[src/rtl/hm_sha256_pkg.sv]
// SHA-256 constants, FSM state type and the bitwise helper functions shared by
// the core and its round sub-module.
package hm_sha256_pkg;

  typedef enum logic [1:0] {
    ST_IDLE  = 2'd0,
    ST_ROUND = 2'd1,
    ST_FINAL = 2'd2
  } sha_state_e;

  // Element 0 sits in the most significant bits: a / H0 / W0 first.
  typedef logic [0:7][31:0]  sha_vars_t;
  typedef logic [0:15][31:0] sha_window_t;

  localparam sha_vars_t SHA_IV = {
    32'h6a09e667, 32'hbb67ae85, 32'h3c6ef372, 32'ha54ff53a,
    32'h510e527f, 32'h9b05688c, 32'h1f83d9ab, 32'h5be0cd19
  };

  localparam logic [0:63][31:0] SHA_K = {
    32'h428a2f98, 32'h71374491, 32'hb5c0fbcf, 32'he9b5dba5,
    32'h3956c25b, 32'h59f111f1, 32'h923f82a4, 32'hab1c5ed5,
    32'hd807aa98, 32'h12835b01, 32'h243185be, 32'h550c7dc3,
    32'h72be5d74, 32'h80deb1fe, 32'h9bdc06a7, 32'hc19bf174,
    32'he49b69c1, 32'hefbe4786, 32'h0fc19dc6, 32'h240ca1cc,
    32'h2de92c6f, 32'h4a7484aa, 32'h5cb0a9dc, 32'h76f988da,
    32'h983e5152, 32'ha831c66d, 32'hb00327c8, 32'hbf597fc7,
    32'hc6e00bf3, 32'hd5a79147, 32'h06ca6351, 32'h14292967,
    32'h27b70a85, 32'h2e1b2138, 32'h4d2c6dfc, 32'h53380d13,
    32'h650a7354, 32'h766a0abb, 32'h81c2c92e, 32'h92722c85,
    32'ha2bfe8a1, 32'ha81a664b, 32'hc24b8b70, 32'hc76c51a3,
    32'hd192e819, 32'hd6990624, 32'hf40e3585, 32'h106aa070,
    32'h19a4c116, 32'h1e376c08, 32'h2748774c, 32'h34b0bcb5,
    32'h391c0cb3, 32'h4ed8aa4a, 32'h5b9cca4f, 32'h682e6ff3,
    32'h748f82ee, 32'h78a5636f, 32'h84c87814, 32'h8cc70208,
    32'h90befffa, 32'ha4506ceb, 32'hbef9a3f7, 32'hc67178f2
  };

  function automatic logic [31:0] rotr(input logic [31:0] x, input logic [4:0] n);
    logic [63:0] t;
    t = {x, x} >> n;
    return t[31:0];
  endfunction

  function automatic logic [31:0] big_sigma0(input logic [31:0] x);
    return rotr(x, 5'd2) ^ rotr(x, 5'd13) ^ rotr(x, 5'd22);
  endfunction

  function automatic logic [31:0] big_sigma1(input logic [31:0] x);
    return rotr(x, 5'd6) ^ rotr(x, 5'd11) ^ rotr(x, 5'd25);
  endfunction

  function automatic logic [31:0] small_sigma0(input logic [31:0] x);
    return rotr(x, 5'd7) ^ rotr(x, 5'd18) ^ (x >> 3);
  endfunction

  function automatic logic [31:0] small_sigma1(input logic [31:0] x);
    return rotr(x, 5'd17) ^ rotr(x, 5'd19) ^ (x >> 10);
  endfunction

  function automatic logic [31:0] ch(input logic [31:0] e, input logic [31:0] f,
                                     input logic [31:0] g);
    return (e & f) ^ (~e & g);
  endfunction

  function automatic logic [31:0] maj(input logic [31:0] a, input logic [31:0] b,
                                      input logic [31:0] c);
    return (a & b) ^ (a & c) ^ (b & c);
  endfunction

endpackage

[src/rtl/hm_sha256_round.sv]
// One purely combinational SHA-256 round: working variables a..h, K[t] and
// W[t] in, updated a..h out.
module hm_sha256_round
  import hm_sha256_pkg::*;
(
  input  sha_vars_t   i_vars,
  input  logic [31:0] i_k,
  input  logic [31:0] i_w,
  output sha_vars_t   o_vars
);

  logic [31:0] w_t1;
  logic [31:0] w_t2;

  assign w_t1 = i_vars[7] + big_sigma1(i_vars[4]) + ch(i_vars[4], i_vars[5], i_vars[6])
              + i_k + i_w;
  assign w_t2 = big_sigma0(i_vars[0]) + maj(i_vars[0], i_vars[1], i_vars[2]);

  assign o_vars = {w_t1 + w_t2, i_vars[0], i_vars[1], i_vars[2],
                   i_vars[3] + w_t1, i_vars[4], i_vars[5], i_vars[6]};

endmodule

[src/rtl/hm_sha256_core.sv]
// SHA-256 block compression core, UNROLL rounds per clock, with the message
// schedule generated on the fly in a 16-word sliding window.
//   state | meaning
//   IDLE  | waiting for start; ready high
//   ROUND | UNROLL rounds per cycle, 64/UNROLL cycles
//   FINAL | feed-forward add into digest, pulse done
module hm_sha256_core
  import hm_sha256_pkg::*;
#(
  parameter int UNROLL      = 1,
  parameter int HOLD_DIGEST = 1
) (
  input  logic         clk,
  input  logic         n_rst,
  input  logic         start,
  input  logic         init,
  input  logic         abort,
  input  logic [511:0] block,
  output logic         ready,
  output logic         busy,
  output logic         done,
  output logic [255:0] digest
);

  if (!(UNROLL == 1 || UNROLL == 2 || UNROLL == 4)) begin : g_bad_unroll
    $error("hm_sha256_core: UNROLL must be 1, 2 or 4");
  end

  localparam logic [5:0] STEP       = 6'(UNROLL);
  localparam logic [5:0] LAST_ROUND = 6'(64 - UNROLL);

  sha_state_e  r_state;
  sha_state_e  w_state_nxt;
  logic [5:0]  r_round;
  sha_vars_t   r_vars;
  sha_vars_t   r_chain;
  sha_vars_t   r_digest;
  sha_window_t r_win;
  logic        r_done;

  sha_vars_t   w_seed;
  sha_vars_t   w_sum;
  sha_vars_t   w_vars_nxt;
  logic        w_accept;
  logic [31:0] w_ext [16+UNROLL];

  assign w_accept = (r_state == ST_IDLE) && start && !abort;
  assign w_seed   = init ? SHA_IV : r_digest;

  always_comb begin
    w_state_nxt = r_state;
    unique case (r_state)
      ST_IDLE:  if (start && !abort) w_state_nxt = ST_ROUND;
      ST_ROUND: begin
        if (abort)                      w_state_nxt = ST_IDLE;
        else if (r_round == LAST_ROUND) w_state_nxt = ST_FINAL;
      end
      ST_FINAL: w_state_nxt = ST_IDLE;
      default:  w_state_nxt = ST_IDLE;
    endcase
  end

  always_ff @(posedge clk or negedge n_rst) begin
    if (!n_rst) r_state <= ST_IDLE;
    else        r_state <= w_state_nxt;
  end

  // Window extended by UNROLL words; words 16.. depend on earlier new words.
  always_comb begin
    for (int i = 0; i < 16 + UNROLL; i++) w_ext[i] = '0;
    for (int i = 0; i < 16; i++) w_ext[i] = r_win[i];
    for (int i = 16; i < 16 + UNROLL; i++) begin
      w_ext[i] = small_sigma1(w_ext[i-2]) + w_ext[i-7]
               + small_sigma0(w_ext[i-15]) + w_ext[i-16];
    end
  end

  for (genvar j = 0; j < UNROLL; j++) begin : g_round
    sha_vars_t  w_in;
    sha_vars_t  w_out;
    logic [5:0] w_kidx;
    if (j == 0) begin : g_head
      assign w_in = r_vars;
    end else begin : g_link
      assign w_in = g_round[j-1].w_out;
    end
    assign w_kidx = r_round + 6'(j);
    hm_sha256_round u_round (
      .i_vars (w_in),
      .i_k    (SHA_K[w_kidx]),
      .i_w    (w_ext[j]),
      .o_vars (w_out)
    );
  end

  assign w_vars_nxt = g_round[UNROLL-1].w_out;

  always_comb begin
    w_sum = '0;
    for (int i = 0; i < 8; i++) w_sum[i] = r_chain[i] + r_vars[i];
  end

  always_ff @(posedge clk or negedge n_rst) begin
    if (!n_rst) begin
      r_round  <= '0;
      r_vars   <= '0;
      r_chain  <= '0;
      r_digest <= '0;
      r_win    <= '0;
      r_done   <= 1'b0;
    end else begin
      r_done <= 1'b0;
      unique case (r_state)
        ST_IDLE: begin
          if (w_accept) begin
            r_win   <= block;
            r_vars  <= w_seed;
            r_chain <= w_seed;
            r_round <= '0;
          end
        end
        ST_ROUND: begin
          if (!abort) begin
            r_vars  <= w_vars_nxt;
            r_round <= r_round + STEP;
            for (int i = 0; i < 16; i++) r_win[i] <= w_ext[i+UNROLL];
          end
        end
        ST_FINAL: begin
          if (!abort) begin
            r_digest <= w_sum;
            r_done   <= 1'b1;
          end
        end
        default: ;
      endcase
    end
  end

  assign ready = (r_state == ST_IDLE);
  assign busy  = (r_state == ST_ROUND) || (r_state == ST_FINAL);
  assign done  = r_done;

  if (HOLD_DIGEST != 0) begin : g_hold
    assign digest = r_digest;
  end else begin : g_pulse
    assign digest = r_done ? r_digest : '0;
  end

endmodule

[config.mk]
export PLATFORM = sky130hd
export DESIGN_NAME = hm_sha256_core
export DESIGN_NICKNAME = d
export VERILOG_FILES = /design/src/rtl/hm_sha256_pkg.sv /design/src/rtl/hm_sha256_round.sv /design/src/rtl/hm_sha256_core.sv
export SDC_FILE = /design/constraint.sdc
export NUM_CORES = 2
export LEC_CHECK = 0
export ABC_AREA = 1
export CORE_ASPECT_RATIO = 0.7
export CORE_MARGIN = 5
export CORE_UTILIZATION = 40
export DETAILED_ROUTE_END_ITERATION = 8
export PLACE_DENSITY = 0.71
export SYNTH_ARGS = -nofsm -noshare
export SYNTH_HDL_FRONTEND = slang
export SYNTH_HIERARCHICAL = 1
export SYNTH_SLANG_ARGS = --single-unit
export TNS_END_PERCENT = 1
[constraint.sdc]
create_clock -name clk -period 6.5 [get_ports clk]
set_input_delay 0.975 -clock clk [delete_from_list [all_inputs] [get_ports clk]]
set_output_delay 0.975 -clock clk [all_outputs]
set_load 0.05 [all_outputs]
After elaboration in Yosys (flattened, before gate mapping)
Memory sizes are Yosys's and may differ from the RTL's.
Index checks and enable logic that the tools add are counted.
{ "classes": {"mux": 18, "eq_ne": 7, "bitwise": 19, "order_cmp": 1, "add_sub_neg": 19, "reduce_logical": 11} }
{ "op_table": {"columns": ["cell", "count"], "rows": [
  ["$mux W512", 2],
  ["$pmux W512 S2", 1],
  ["$mux W256", 3],
  ["$add A32 B32 Y32", 18],
  ["$pmux W256 S2", 1],
  ["$xor A32 B32 Y32", 9],
  ["$and A32 B32 Y32", 5],
  ["$mux W32", 2],
  ["$not A32 Y32", 1],
  ["$xor A32 B22 Y32", 1],
  ["$xor A32 B29 Y32", 1],
  ["$mux W6", 2],
  ["$pmux W6 S2", 1],
  ["$ge A7 B7 Y1 const B", 1],
  ["$not A6 Y7", 1],
  ["$add A6 B1 Y6 const B", 1],
  ["$eq A6 B6 Y1 const B", 1],
  ["$mux W2", 3],
  ["$reduce_and A2 Y1", 3],
  ["$ne A2 B1 Y1 const B", 2],
  ["$pmux W2 S2", 1],
  ["$logic_and A1 B1 Y1", 3],
  ["$ne A3 B3 Y1 const B", 1],
  ["$reduce_and A3 Y1", 1],
  ["other kinds (9)", 10]
]} }
{ "totals": {"ff_bits": 1289, "mem_count": 1, "inputBits": 517, "output_inout_bits": 259, "word_cells": 119, "romBits": 2048} }
{ "memory_table": {"columns": ["memory", "words", "word_bits", "rd", "rd_ports_with_merged_regs", "wr", "line_no", "rtl"], "rows": [
  ["(no name shown)", 64, 32, 1, 0, 0, "hm_sha256_core.sv:90", ".i_k (SHA_K[w_kidx]),"]
]} }

Depth between registers and ports, before layout
{ "depth": {"word_depth": 9, "mapped_depth": 44, "depth_no_buf": 44} }

Hierarchy
Netlist, hierarchy kept.
{ "by_module_without_submodules": {"columns": ["mod", "seq_area_each_um2", "n_inst", "cells_per_inst", "area_each_um2"], "rows": [
  ["hm_sha256_core", 32255.9, 1, 10922, 79771.5],
  ["hm_sha256_round", 0.0, 1, 1791, 12413.2]
]} }

Worst setup path before layout
OpenSTA, ideal clock, no wires.
{ "synth_path": {"kind": "register to register", "start": "register r_round[0]", "end": "register r_vars, in the netlist g_round[0].w_in[248]", "t_required_ps": 6418, "stages_incl_launch_ff": 34, "setup_ps": 82, "arrival_time_ps": 6912, "path_slack_ps": -494, "n_path_buf": 0, "synth_period_minus_slack_ps": 6994, "cell_sequence": "dfrtp_1 -> clkinv_1 -> ha_1 -> nor2_1 -> nor2_1 -> a21oi_1 -> o31ai_1 -> o21ai_0 -> inv_1 -> fa_1 -> fa_1 -> inv_1 -> fa_1 -> ha_1 -> fa_1 -> nand3_1 -> nand3_1 -> a21oi_1 -> o21ai_2 -> a21oi_1 -> xnor2_1 -> inv_1 -> fa_1 -> inv_1 -> ha_1 -> nand2_1 -> nor3_1 -> nand4_1 -> nand3_1 -> nand2_1 -> nand2_1 -> xor2_1 -> nand2_1 -> a31oi_1"} }
{ "synth_rtl": {"columns": ["element", "line_no", "rtl"], "rows": [
  ["from (decl)", "hm_sha256_core.sv:34", "logic [5:0] r_round;"],
  ["from (signal assigned)", "hm_sha256_core.sv:125", "r_round <= r_round + STEP;"],
  ["to (signal assigned)", "hm_sha256_core.sv:117", "r_vars <= w_seed;"],
  ["to (signal assigned)", "hm_sha256_core.sv:124", "r_vars <= w_vars_nxt;"],
  ["to (decl)", "hm_sha256_core.sv:35", "sha_vars_t r_vars;"]
]} }

==> flow_metrics.tcl <==
set metrics [dict create \
    r2r-start "r_round[1]" \
    arrival_ns 7.95 \
    end_kind "flip-flop" \
    core_um2 229000 \
    ys.flop_type "dfrtp_1" \
    mostFrequentLayoutCell "nand2_1" \
    grt_pass1_wl_mm 605 \
    ys_ff_latch 1289 \
    period_needed_ns 7.19 \
    grt_pass1_vias 84100 \
    cts_made_buffers 151 \
    tightest_slew_ns 1.12 \
    reg2reg_slack_ns -0.69 \
    route.detailed.drc 0 \
    via_count 92500 \
    timing.final.crit_share_pct 111 \
    synthArstFlopShare_pct 100 \
    cts-htree-levels 4 \
    postCtsHoldBufs 0 \
    root_buffer "clkbuf_16" \
    die_h_um 412 \
    drt-initial-drc-count 12900 \
    rows 147 \
    gr-usage-all-layers_pct 34.4 \
    path_clk_slew_ns 0.07 \
    synth_nets 13800 \
    clk_path_buf_depth 4 \
    clock_sinks 1289 \
    fin_tns_setup_ns -21.98 \
    synth_area_um2 92200 \
    routed_wirelength_mm 429 \
    maxSlewViolCount 0 \
    place_congestion 1.04 \
    crit_slowest_cell "fa_1" \
    finalHoldViolations 0 \
    vias_per_cell 5.45 \
    slowest_delay_ns 0.54 \
    overflow 0 \
    cpMostUsedCell "inv_1" \
    cp_max_fo 7 \
    antenna_found_initial 58 \
    seq_area_um2 32300 \
    maxSlewHeadroom_pct 25.2 \
    detail-route-antenna-nets 0 \
    setup.worst_path.start "r_round[1]" \
    dieWidth_um 584 \
    initial_core_util_pct 40.2 \
    place.port_buffers 775 \
    crit_type "flip-flop to flip-flop" \
    cts_tree "built" \
    violations "setup timing" \
    synth-edff-count 0 \
    clock_latency_ns 0.88 \
    final_cell_mix "3,337 x nand2_1, 1,730 x inv_1, 1,286 x dfrtp_1" \
    fin_ws_ns -0.693 \
    timing.rr.end "g_round[0].w_in[247]" \
    synthDominantCellAreaShare_pct 35.0 \
    nFillCells 22700 \
    dieArea_um2 240000 \
    hp-class "input port to async pin" \
    status "complete, but fails checks" \
    drive_gt1_share_pct 11.8 \
    setup_viol 49 \
    placed_cells 16600 \
    fin_cells 17000 \
    finClkSkew_ns 0.0966 \
    fmax_ghz 0.139 \
    ys_types 62 \
    grt_max_degree 247 \
    syn_to_final_growth_pct 24.0 \
    place_hpwl_mm 347 \
    routedWlPerCell_um 25.3 \
    ys_warn_count 6 \
    syn-mean-instance-area_um2 7.25 \
    seq_area_frac_synth_pct 35.0 \
    drtPass1Iterations 8 \
    syn_inst 12700 \
    worstPathRequired_ns 7.25 \
    nets 14900 \
    place_ws_ns -1.18 \
    rsz0062_at_grt "true" \
    ff2ff_path_depth 37 \
    yosysTopAreaCell "dfrtp_1" \
    multiInputGateArea_um2 51700 \
    max_cap_viol_count 0 \
    cp-start-kind "flip-flop" \
    synthTopCellsByArea "dfrtp_1 35%, nand2_1 14%, inv_1 7.1%, ha_1 5.3%, nor2_1 4.8%" \
    ios 776 \
]
stage by stage:
step	hold WS [ns]	util, %	cell area [µm²]
6_report	0.160	49.8	114000
5_1_grt	0.183	49.8	114000
4_1_cts	0.137	49.6	114000
3_5_place_dp	0.466	46.6	107000
3_3_place_gp	0.465	46.6	107000
2_1_floorplan	0.449	-	92300
critical path: cells and delay by family (launching register included):
kind | cells | cell delay [ns]
compound gates | 6 | 1.05
flops | 1 | 0.40
fa+ha+maj | 7 | 2.80
xor+xnor | 2 | 0.34
buf+inv | 11 | 1.28
simple gates | 11 | 1.28
cells in the mapped netlist (all sizes together) (8+ instances only):
| cell type | n |
|---|---|
| maj3 | 20 |
| a31oi | 211 |
| nor2 | 1192 |
| or2 | 25 |
| buf | 419 |
| inv | 1765 |
| o22ai | 29 |
| nand4 | 65 |
| o21ai | 1143 |
| a21o | 18 |
| o21bai | 58 |
| nand3 | 425 |
| xnor2 | 232 |
| and2 | 12 |
| o211ai | 418 |
| clkbuf | 300 |
| nand2 | 3396 |
| fa | 195 |
| nor3 | 82 |
| nand3b | 27 |
| dfrtp | 1289 |
| mux2 | 143 |
| a21oi | 592 |
| xor2 | 178 |
| ha | 392 |
| o221ai | 8 |
| o31ai | 14 |
| nor4 | 15 |
final cells by class:
class | instances | share of cell area (%)
multi-input cells | 8935 | 45.2
flip-flops and latches | 1289 | 28.2
repair buffers | 1629 | 13.0
inverters | 1770 | 5.85
clock buffers | 185 | 3.53
well taps | 3054 | 3.34
clock inverters | 75 | 0.792
diodes | 36 | 0.0788
what timing repair did:
item,in CTS,in global routing
setup endpoints to repair,54,55
gates resized for setup,382,86
gates cloned,0,0
setup buffers,29,8
pin swaps,140,82
sequential cells by signal (all words and copies together), names as in the netlist:
name	flops
r_win	512
digest	256
g_round.w_in	256
r_chain	256
r_round	6
r_state	2
done	1
kinds of logic (layout without fill, tap and decap cells):
| group | Yosys count | in the layout | share of synthesized area (%) |
|---|---|---|---|
| DFF | 1289 | 1289 | 35.0 |
| muxes | 145 | 145 | 1.77 |
| and+or+nand+nor | 5240 | 5240 | 22.6 |
| other | 0 | 36 | 0 |
| AOI/OAI and AO/OA | 2533 | 2533 | 15.7 |
| xor gates and xnor gates | 410 | 410 | 3.90 |
| adders and majority gates | 607 | 607 | 9.77 |
| buffers and inverters | 2489 | 3659 | 11.3 |
how the worst max path moves through the flow:
stage          cells past startpoint                   end
3_5_place_dp                      36  g_round[0].w_in[255]
5_1_grt                           38  g_round[0].w_in[251]
3_3_place_gp                      37  g_round[0].w_in[255]
2_1_floorplan                     35  g_round[0].w_in[253]
4_1_cts                           36  g_round[0].w_in[254]
6_report                          37  g_round[0].w_in[247]
per-layer routing:
layer,vias up,wire [µm],track usage (%)
met5,-,496,0.863
met4,28,12400,8.78
met3,588,58000,13.2
met2,4693,158000,43.4
met1,44300,200000,53.3
li1,42800,-,-
Power is not shown: default switching activity piles up to over one toggle a cycle in this logic, so the estimate is an artifact.
